### src/rtl/timesync_master_pkg.sv
// Shared definitions for the time-sync master: command/response codes, timing defaults
// and the control FSM state encoding.
package timesync_master_pkg;

   localparam int unsigned     DEF_CMD_BITS       = 8;
   localparam logic [7:0]      DEF_CMD_TS_START   = 8'h30;
   localparam logic [7:0]      DEF_CMD_TS_LATCH   = 8'h31;
   localparam logic [7:0]      DEF_CMD_TS_RELEASE = 8'h32;
   localparam logic [31:0]     DEF_RSP_TS_LATCH   = 32'h0000_00B1;
   localparam int unsigned     DEF_MIN_PERIOD     = 16;
   localparam int unsigned     DEF_LATCH_DELAY    = 4;

   typedef enum logic [2:0] {
      StIdle,
      StStart1,
      StLatchWait,
      StLatchDly,
      StRspLo,
      StRspHi,
      StRspEnd
   } ts_state_e;

   // Zero keeps the generator stopped; any other value below the floor is raised to it.
   function automatic logic [31:0] clamp_period(input logic [31:0] arg,
                                                input int unsigned min_period);
      if (arg != 32'd0 && arg < min_period) begin
         return 32'(min_period);
      end
      return arg;
   endfunction

endpackage

### src/rtl/timesync_period_gen.sv
// Pulse period generator: down-counter with clamped reload and a one-shot force input.
// toggle_o is a single-cycle strobe in the cycle the pulse line should flip.
module timesync_period_gen
   import timesync_master_pkg::*;
#(
   parameter int unsigned MIN_PERIOD = DEF_MIN_PERIOD
) (
   input  logic        clk,
   input  logic        rst,
   input  logic        load_i,
   input  logic [31:0] load_arg_i,
   input  logic        force_i,
   output logic        toggle_o,
   output logic        running_o
);

   logic [31:0] period_q, period_d;
   logic [31:0] cnt_q, cnt_d;

   always_comb begin
      running_o = (period_q != 32'd0);
      toggle_o  = force_i | (running_o & (cnt_q == 32'd0));
      period_d  = period_q;
      cnt_d     = cnt_q;
      if (load_i) begin
         period_d = clamp_period(load_arg_i, MIN_PERIOD);
         cnt_d    = period_d - 32'd1;
      end else if (running_o) begin
         cnt_d = (cnt_q == 32'd0) ? period_q - 32'd1 : cnt_q - 32'd1;
      end
   end

   always_ff @(posedge clk) begin
      if (rst) begin
         period_q <= 32'd0;
         cnt_q    <= 32'd0;
      end else begin
         period_q <= period_d;
         cnt_q    <= cnt_d;
      end
   end

endmodule

### src/rtl/timesync_master.sv
// Time-sync master: drives the pulse/latch lines, records the master time at each pulse
// edge and returns the frozen edge time to the host as two response words.
module timesync_master
   import timesync_master_pkg::*;
#(
   parameter int unsigned         CMD_BITS       = DEF_CMD_BITS,
   parameter logic [CMD_BITS-1:0] CMD_TS_START   = CMD_BITS'(DEF_CMD_TS_START),
   parameter logic [CMD_BITS-1:0] CMD_TS_LATCH   = CMD_BITS'(DEF_CMD_TS_LATCH),
   parameter logic [CMD_BITS-1:0] CMD_TS_RELEASE = CMD_BITS'(DEF_CMD_TS_RELEASE),
   parameter logic [31:0]         RSP_TS_LATCH   = DEF_RSP_TS_LATCH,
   parameter int unsigned         MIN_PERIOD     = DEF_MIN_PERIOD,
   parameter int unsigned         LATCH_DELAY    = DEF_LATCH_DELAY
) (
   input  logic                clk,
   input  logic                rst,
   input  logic [63:0]         time_in,
   input  logic [31:0]         arg_data,
   output logic                arg_advance,
   input  logic [CMD_BITS-1:0] cmd,
   input  logic                cmd_ready,
   output logic                cmd_done,
   output logic [31:0]         param_data,
   output logic                param_write,
   output logic                timesync_pulse_out,
   output logic                timesync_latch_out
);

   localparam logic [7:0] DLY_INIT = 8'(LATCH_DELAY - 1);

   ts_state_e   state_q, state_d;
   logic [63:0] edge_time_q, edge_time_d;
   logic        frozen_q, frozen_d;
   logic [7:0]  dly_q, dly_d;
   logic        pulse_q, pulse_d;
   logic        latch_q, latch_d;
   logic        done_q, done_d;
   logic        pwrite_q, pwrite_d;
   logic [31:0] pdata_q, pdata_d;

   logic period_load;
   logic force_toggle;
   logic toggle;
   logic running;

   assign period_load  = (state_q == StStart1);
   // A stopped generator would never produce the edge a latch waits for.
   assign force_toggle = (state_q == StLatchWait) && !running;

   timesync_period_gen #(
      .MIN_PERIOD (MIN_PERIOD)
   ) u_period_gen (
      .clk        (clk),
      .rst        (rst),
      .load_i     (period_load),
      .load_arg_i (arg_data),
      .force_i    (force_toggle),
      .toggle_o   (toggle),
      .running_o  (running)
   );

   always_comb begin
      state_d     = state_q;
      frozen_d    = frozen_q;
      dly_d       = dly_q;
      latch_d     = latch_q;
      pdata_d     = pdata_q;
      done_d      = 1'b0;
      pwrite_d    = 1'b0;
      pulse_d     = pulse_q ^ toggle;
      edge_time_d = (toggle && !frozen_q) ? time_in : edge_time_q;

      unique case (state_q)
         StIdle: begin
            if (cmd_ready) begin
               if (cmd == CMD_TS_START) begin
                  state_d = StStart1;
               end else if (cmd == CMD_TS_LATCH) begin
                  if (frozen_q) begin
                     state_d  = StRspLo;
                     pwrite_d = 1'b1;
                     pdata_d  = edge_time_q[31:0];
                  end else begin
                     state_d = StLatchWait;
                  end
               end else if (cmd == CMD_TS_RELEASE) begin
                  latch_d  = 1'b0;
                  frozen_d = 1'b0;
                  done_d   = 1'b1;
               end
            end
         end
         StStart1: begin
            done_d  = 1'b1;
            state_d = StIdle;
         end
         StLatchWait: begin
            if (toggle) begin
               frozen_d = 1'b1;
               dly_d    = DLY_INIT;
               state_d  = StLatchDly;
            end
         end
         StLatchDly: begin
            if (dly_q == 8'd0) begin
               latch_d  = 1'b1;
               pwrite_d = 1'b1;
               pdata_d  = edge_time_q[31:0];
               state_d  = StRspLo;
            end else begin
               dly_d = dly_q - 8'd1;
            end
         end
         StRspLo: begin
            pwrite_d = 1'b1;
            pdata_d  = edge_time_q[63:32];
            state_d  = StRspHi;
         end
         StRspHi: begin
            pdata_d = RSP_TS_LATCH;
            done_d  = 1'b1;
            state_d = StRspEnd;
         end
         StRspEnd: begin
            state_d = StIdle;
         end
         default: begin
            state_d = StIdle;
         end
      endcase
   end

   always_ff @(posedge clk) begin
      if (rst) begin
         state_q     <= StIdle;
         edge_time_q <= 64'd0;
         frozen_q    <= 1'b0;
         dly_q       <= 8'd0;
         pulse_q     <= 1'b0;
         latch_q     <= 1'b0;
         done_q      <= 1'b0;
         pwrite_q    <= 1'b0;
         pdata_q     <= 32'd0;
      end else begin
         state_q     <= state_d;
         edge_time_q <= edge_time_d;
         frozen_q    <= frozen_d;
         dly_q       <= dly_d;
         pulse_q     <= pulse_d;
         latch_q     <= latch_d;
         done_q      <= done_d;
         pwrite_q    <= pwrite_d;
         pdata_q     <= pdata_d;
      end
   end

   assign arg_advance        = 1'b1;
   assign cmd_done           = done_q;
   assign param_write        = pwrite_q;
   assign param_data         = pdata_q;
   assign timesync_pulse_out = pulse_q;
   assign timesync_latch_out = latch_q;

endmodule
### config.mk
export PLATFORM = sky130hd
export DESIGN_NAME = timesync_master
export DESIGN_NICKNAME = d
export VERILOG_FILES = /design/src/rtl/timesync_master_pkg.sv /design/src/rtl/timesync_period_gen.sv /design/src/rtl/timesync_master.sv
export SDC_FILE = /design/constraint.sdc
export NUM_CORES = 1
export LEC_CHECK = 0
export BUFFER_PORTS_ARGS = -buffer_cell sky130_fd_sc_hd__buf_2
export CAP_MARGIN = 20
export CORE_ASPECT_RATIO = 1.2
export CORE_MARGIN = 3
export CORE_UTILIZATION = 51
export DETAILED_ROUTE_END_ITERATION = 16
export PLACE_DENSITY = 0.77
export SYNTH_ARGS = -nofsm -noshare
export SYNTH_HDL_FRONTEND = slang
export SYNTH_SLANG_ARGS = --single-unit
export TNS_END_PERCENT = 20
### constraint.sdc
create_clock -name clk -period 3.16 [get_ports clk]
set_clock_uncertainty 0.2 [all_clocks]
set_input_delay 0.474 -clock clk [delete_from_list [all_inputs] [get_ports clk]]
set_output_delay 0.474 -clock clk [all_outputs]
set_load 0.01 [all_outputs]
Word-level counts from Yosys, hierarchy flattened

Index checks and enable logic that the tools add are counted.

Register bits after elaboration: 176
Input bits: 107
Logic and storage cells: 101

Add/sub/neg operators: 4
$lt $le $gt $ge: 1
Equal/unequal tests: 18
Multiplexer cells: 43
Bitwise logic cells: 3
Reduce and logical (&&, ||, !) cells: 21

Operators with widths:

| kind                                                | count |
|---|---|
| two-way mux 32 bit                                  | 11 |
| case mux 32 bit (4 select lines)                    | 1 |
| subtractor 32 x 1 -> 32 bit, second input constant  | 3 |
| nonzero test 32 bit                                 | 2 |
| logical NOT 32 bit                                  | 1 |
| < comparator 32 x 5 -> 1 bit, second input constant | 1 |
| equality test 8 x 6 -> 1 bit, second input constant | 3 |
| two-way mux 3 bit                                   | 6 |
| != test 2 bit, second input constant                | 9 |
| AND reduction 6 bit                                 | 3 |
| two-way mux 1 bit                                   | 17 |
| two-way mux 8 bit                                   | 2 |
| case mux 8 bit (2 select lines)                     | 1 |
| case mux 3 bit (5 select lines)                     | 1 |
| logical NOT 8 bit                                   | 1 |
| nonzero test 2 bit                                  | 4 |
| subtractor 8 x 1 -> 8 bit, second input constant    | 1 |
| equality test 3 x 2 -> 1 bit, second input constant | 2 |
| equality test 3 bit, second input constant          | 2 |
| case mux 1 bit (2 select lines)                     | 3 |
| AND reduction 4 bit                                 | 1 |
| nonzero test 4 bit                                  | 1 |
| equality test 3 x 1 -> 1 bit, second input constant | 1 |
| logical AND 1 bit                                   | 3 |
| 9 further kinds                                     | 10 |

Logic depth before layout (Yosys ltp)

Depth in word-level cells: 8
Mapped depth: 14

Cells and area by module

Synthesis repeated with hierarchy kept, for this count alone.

Cell total of the unflattened synthesis: 1061
Area total of the unflattened synthesis: 8605.8 µm²

By module, submodules not included:

| module              | times used | cells each | area each (µm²) |
|---|---|---|---|
| timesync_master     | 1          | 555        | 4875.9 |
| timesync_period_gen | 1          | 506        | 3729.8 |

Least setup slack after synthesis

Ideal clock, no wire load.

Path type: in2reg
From: input port arg_data[12]
To: register u_period_gen.cnt_q[28]
Arrival: 3.123 ns
Data required time: 2.869 ns
Setup slack: -0.254 ns
Cell stages on the path: 11
Buffers on the path: 0
Cell sequence: nor4_1 -> nand4_1 -> o21ai_1 -> o221a_2 -> ha_1 -> o21ai_0 -> or3_1 -> nor3_2 -> nand4_2 -> or3_1 -> a311oi_1

Longest elaborated chain between the ends: 8
Elaborated cells on any way between the ends: 9
Those cells by class: add/sub: 1; order compare: 1; mux: 5; reduce/logical: 2

Ends and longest elaborated chain:

| element                                                                    | RTL line                  | text |
|---|---|---|
| start: declaration                                                         | timesync_master.sv:17     | `input logic [31:0] arg_data,` |
| < comparator 32 x 5 -> 1 bit / nonzero test 32 bit (equally long branches) | timesync_master_pkg.sv:26 | `if (arg != 32'd0 && arg < min_period) begin` |
| logical AND 1 bit                                                          | timesync_master_pkg.sv:26 |  |
| two-way mux 1 bit                                                          | timesync_master_pkg.sv:26 |  |
| two-way mux 1 bit                                                          | timesync_period_gen.sv:25 | `if (load_i) begin` |
| two-way mux 32 bit *                                                       | timesync_master_pkg.sv:29 | `return arg;` |
| two-way mux 32 bit *                                                       | timesync_period_gen.sv:25 |  |
| subtractor 32 x 1 -> 32 bit *                                              | timesync_period_gen.sv:27 | `cnt_d = period_d - 32'd1;` |
| two-way mux 32 bit *                                                       | timesync_period_gen.sv:25 |  |
| end signal: assignment                                                     | timesync_period_gen.sv:39 | `cnt_q <= cnt_d;` |
| end: declaration                                                           | timesync_period_gen.sv:18 | `logic [31:0] cnt_q, cnt_d;` |

Mark *: on every way between the ends. The rest lies on a longest branch, timed or not. The select of a mux whose other input is x is not followed.
A chain may end at the register's enable or synchronous reset.

Final worst setup path

From: register state_q[0]
To: register u_period_gen.cnt_q[28]

Longest elaborated chain between the ends: 2
Elaborated cells on any way between the ends: 3
Those cells by class: eq/ne: 1; mux: 1; reduce/logical: 1

Ends and longest elaborated chain:

| element                                                         | RTL line               | text |
|---|---|---|
| start: declaration                                              | timesync_master.sv:30  | `ts_state_e state_q, state_d;` |
| start signal: assignment                                        | timesync_master.sv:134 | `state_q <= StIdle;` |
| start signal: assignment                                        | timesync_master.sv:144 | `state_q <= state_d;` |
| equality test 3 x 1 -> 1 bit *                                  | timesync_master.sv:45  | `assign period_load = (state_q == StStart1);` |
| two-way mux 32 bit / nonzero test 2 bit (equally long branches) | -                      |  |

Mark *: on every way between the ends. The rest lies on a longest branch, timed or not.

==> impl_results.md <==
* Post-synth EDFFs at 0
* Global route overflow at 0
* Total global-route track usage at 0.253
* Detail Route Antenna Nets at 0
* CTS tree: done
* Post-synthesis sequential area ratio at 0.438
* Mean Syn Cell Area at between 7 and 8 um2
* RSZ-0062 raised after global routing: true
* Commonest cells post-synth: nand2_1 (236), dfxtp_1 (176), a21oi_1 (148), nor2_1 (94), clkbuf_1 (60)
* CP required at 3.29 ns
* Crit Path Class: flip-flop to flip-flop
* Leading area contributor after synthesis: dfxtp_1
* Largest stage delay, worst path at 0.43 ns
* Leak pwr at 4.04 nW
* Post-synthesis net count at 1,133
* # Max-Cap Violations at 0
* Initial DRC count at 653
* I/O Pins at around 140
* Setup TNS at 0 ns
* Count leader, synth: nand2_1
* Hold_buf cts at 0
* Port Buf Inserts at 142
* WP buf/inv at 1
* Wire length per cell at 16.0 um
* Largest net degree at the start of global routing at 106
* Crit. Startpoint: state_q[0]
* Maximum clock path buffer count at 2
* Antenna diodes at 0
* Clock Sinks at roughly 180
* CP max stage cell: or3b_4
* IR drop worst, VDD at 0.000358 V
* Startpoint Class: flip-flop
* Worst path arrival time at approximately 3.2 ns
* Final nets at about 1,300
* Asr flop ratio synth at 0
* DR vias/cell at approximately 5.6
* HP Class: input port to flip-flop
* CP Cell Sequence: or3b_4, buf_12, nand2_1, o221a_4, ha_4, o21ai_2, or3_4, nor3_4, nand4_4, or3_1, a311oi_2
* Status: finished, final reports clean
* Die area at 17,300 um2
* Placed insts at 1,383
* Detail Placement HPWL at around 15 mm
* Post-synthesis cell type count at 64
* CTS HTree Levels at 4
* Initial antenna violation count at 1
* Worst slew pin tran at 0.629 ns
* Synth Flop Type: dfxtp_1
* Critical Path Sink Type: flip-flop
* Final Max Tran Viols at 0
* Via count at 8,021
* Synth top area share at 0.438
* Slew margin rel. at 0.579
* Ranking of synthesized cells by area: dfxtp_1 (44%), nand2_1 (11%), a21oi_1 (9.2%)
* Vias in the first global route at 7,376
* Final period util at 0.977
* Clk_lat worst skew at between 0.4 and 0.5 ns
* First-pass GRT wire length at 35.5 mm
* Final Hold Fails at 0
* Final setup vio count at 0
* CP Max Fanout at 7
* FF+latch count, synth at 176
* Layout Cells excl Fill at 1,426
* DRT Wirelength at around 23 mm
* GP Congestion at 0.881
* Setup slack at placement at -0.313 ns
* Source of the worst register-to-register timing path: state_q[0]
* Number of fill cells at 1,299
* Die height at 144 um
* Top delay family on crit path: simple AND/OR/NAND/NOR gates
* Num rows at 49
* Mapped Cells at slightly above 1,000
* Initial DRT Pass Iterations at 8
* Root Driver: clkbuf_16
* Setup WS post-layout at 0.0733 ns
* Share of layout cells above drive strength 1 at 0.273
* Drc violations at 0
* PwrDens at between 400 and 500 nW/um2
* P&R area growth vs syn at 29.3%
* Synthesis Warnings at 0
* Tmin final at 3.09 ns
* Fmax at 0.324 GHz
* Clock-pin slew on the worst setup and hold paths at about 0.070 ns
* Core area at 15,200 um2
* Post-Syn Area at 8040 um2
* Initial Util at 0.528
* CTS buffer count at 17
* Beginning of the worst hold path: time_in[49]
* Die X at approximately 120 um
## worst paths after layout
check	to	slack [ns]	cells past startpoint
max	u_period_gen.cnt_q[28]	0.07	11
min	edge_time_q[49]	0.07	3
max reg2reg	u_period_gen.cnt_q[28]	0.07	11
min reg2reg	edge_time_q[47]	0.25	2
## placed cells by master (no fill, tap or decap), types with 13 or more instances in the layout
cell / instances
nor3b_1: 28
nand2_1: 231
xnor2_1: 16
buf_2: 141
clkbuf_16: 19
buf_4: 86
dfxtp_1: 169
a21oi_1: 147
nor2_1: 92
nor4_1: 19
inv_1: 13
a211oi_1: 46
## layout make-up
cell class / count / area [um2] / share of cell area
Clock inverter: 14 / 134 / 0.0129
Tap cell: 204 / 255 / 0.0246
Inverter: 13 / 48.8 / 0.00470
Clock buffer: 18 / 439 / 0.0423
Sequential cell: 176 / 3530 / 0.340
Timing Repair Buffer: 241 / 1630 / 0.157
Multi-Input combinational cell: 760 / 4350 / 0.419
## per-stage QoR
| stage | utilization | cell area (um2) | total power [mW] | hold slack [ns] |
|---|---|---|---|---|
| floorplan | - | 8120 | 2.35 | 0.231 |
| global placement | 0.628 | 9550 | 2.47 | 0.237 |
| detailed placement | 0.628 | 9550 | 2.47 | 0.242 |
| CTS | 0.669 | 10200 | 4.49 | 0.0610 |
| global route | 0.683 | 10400 | 4.61 | 0.0648 |
| finish | 0.683 | 10400 | 4.47 | 0.0733 |
## cell families after synthesis
family | count (synthesis) | synth area share
other | 1 | 0.000467
muxes | 1 | 0.00125
buffers and inverters | 87 | 0.0462
xor gates and xnor gates | 26 | 0.0283
DFF | 176 | 0.438
adders and majority gates | 3 | 0.00467
and+or+nand+nor | 461 | 0.270
AOI/OAI and AO/OA | 268 | 0.211
## sequential cells by signal (all words and copies together), names as in the netlist
signal	flops
u_period_gen.period_q	32
u_period_gen.cnt_q	32
cmd_done	1
param_data	32
timesync_pulse_out	1
timesync_latch_out	1
param_write	1
dly_q	8
state_q	3
frozen_q	1
edge_time_q	64
## where the power goes
part | internal, mW | total, mW | switching, mW
combinational | 0.0961 | 0.206 | 0.110
sequential | 2.22 | 2.22 | 0.00253
clock | 1.12 | 2.04 | 0.926
## timing repair
| item | CTS | global route |
|---|---|---|
| cloned | 1 | 3 |
| setup endpoints to repair | 9 | 11 |
| pin swaps | 0 | 14 |
| setup buffers | 0 | 7 |
| gates resized for setup | 5 | 29 |
## tightest hold or removal path: cells and delay by family
family / cells / cell delay, ns
simple gates: 1 / 0.04
compound gates: 1 / 0.05
buf+inv: 1 / 0.09
## layer usage
layer	part of all wire	GRT usage	up-vias	wire [um]
li1	-	-	3966	-
met1	0.40	0.299	3717	9190
met2	0.50	0.441	283	11500
met3	0.067	0.0646	53	1540
met4	0.028	0.101	2	639
met5	0.00079	0	-	18
No activity file was read; power rests on OpenSTA's default activity.
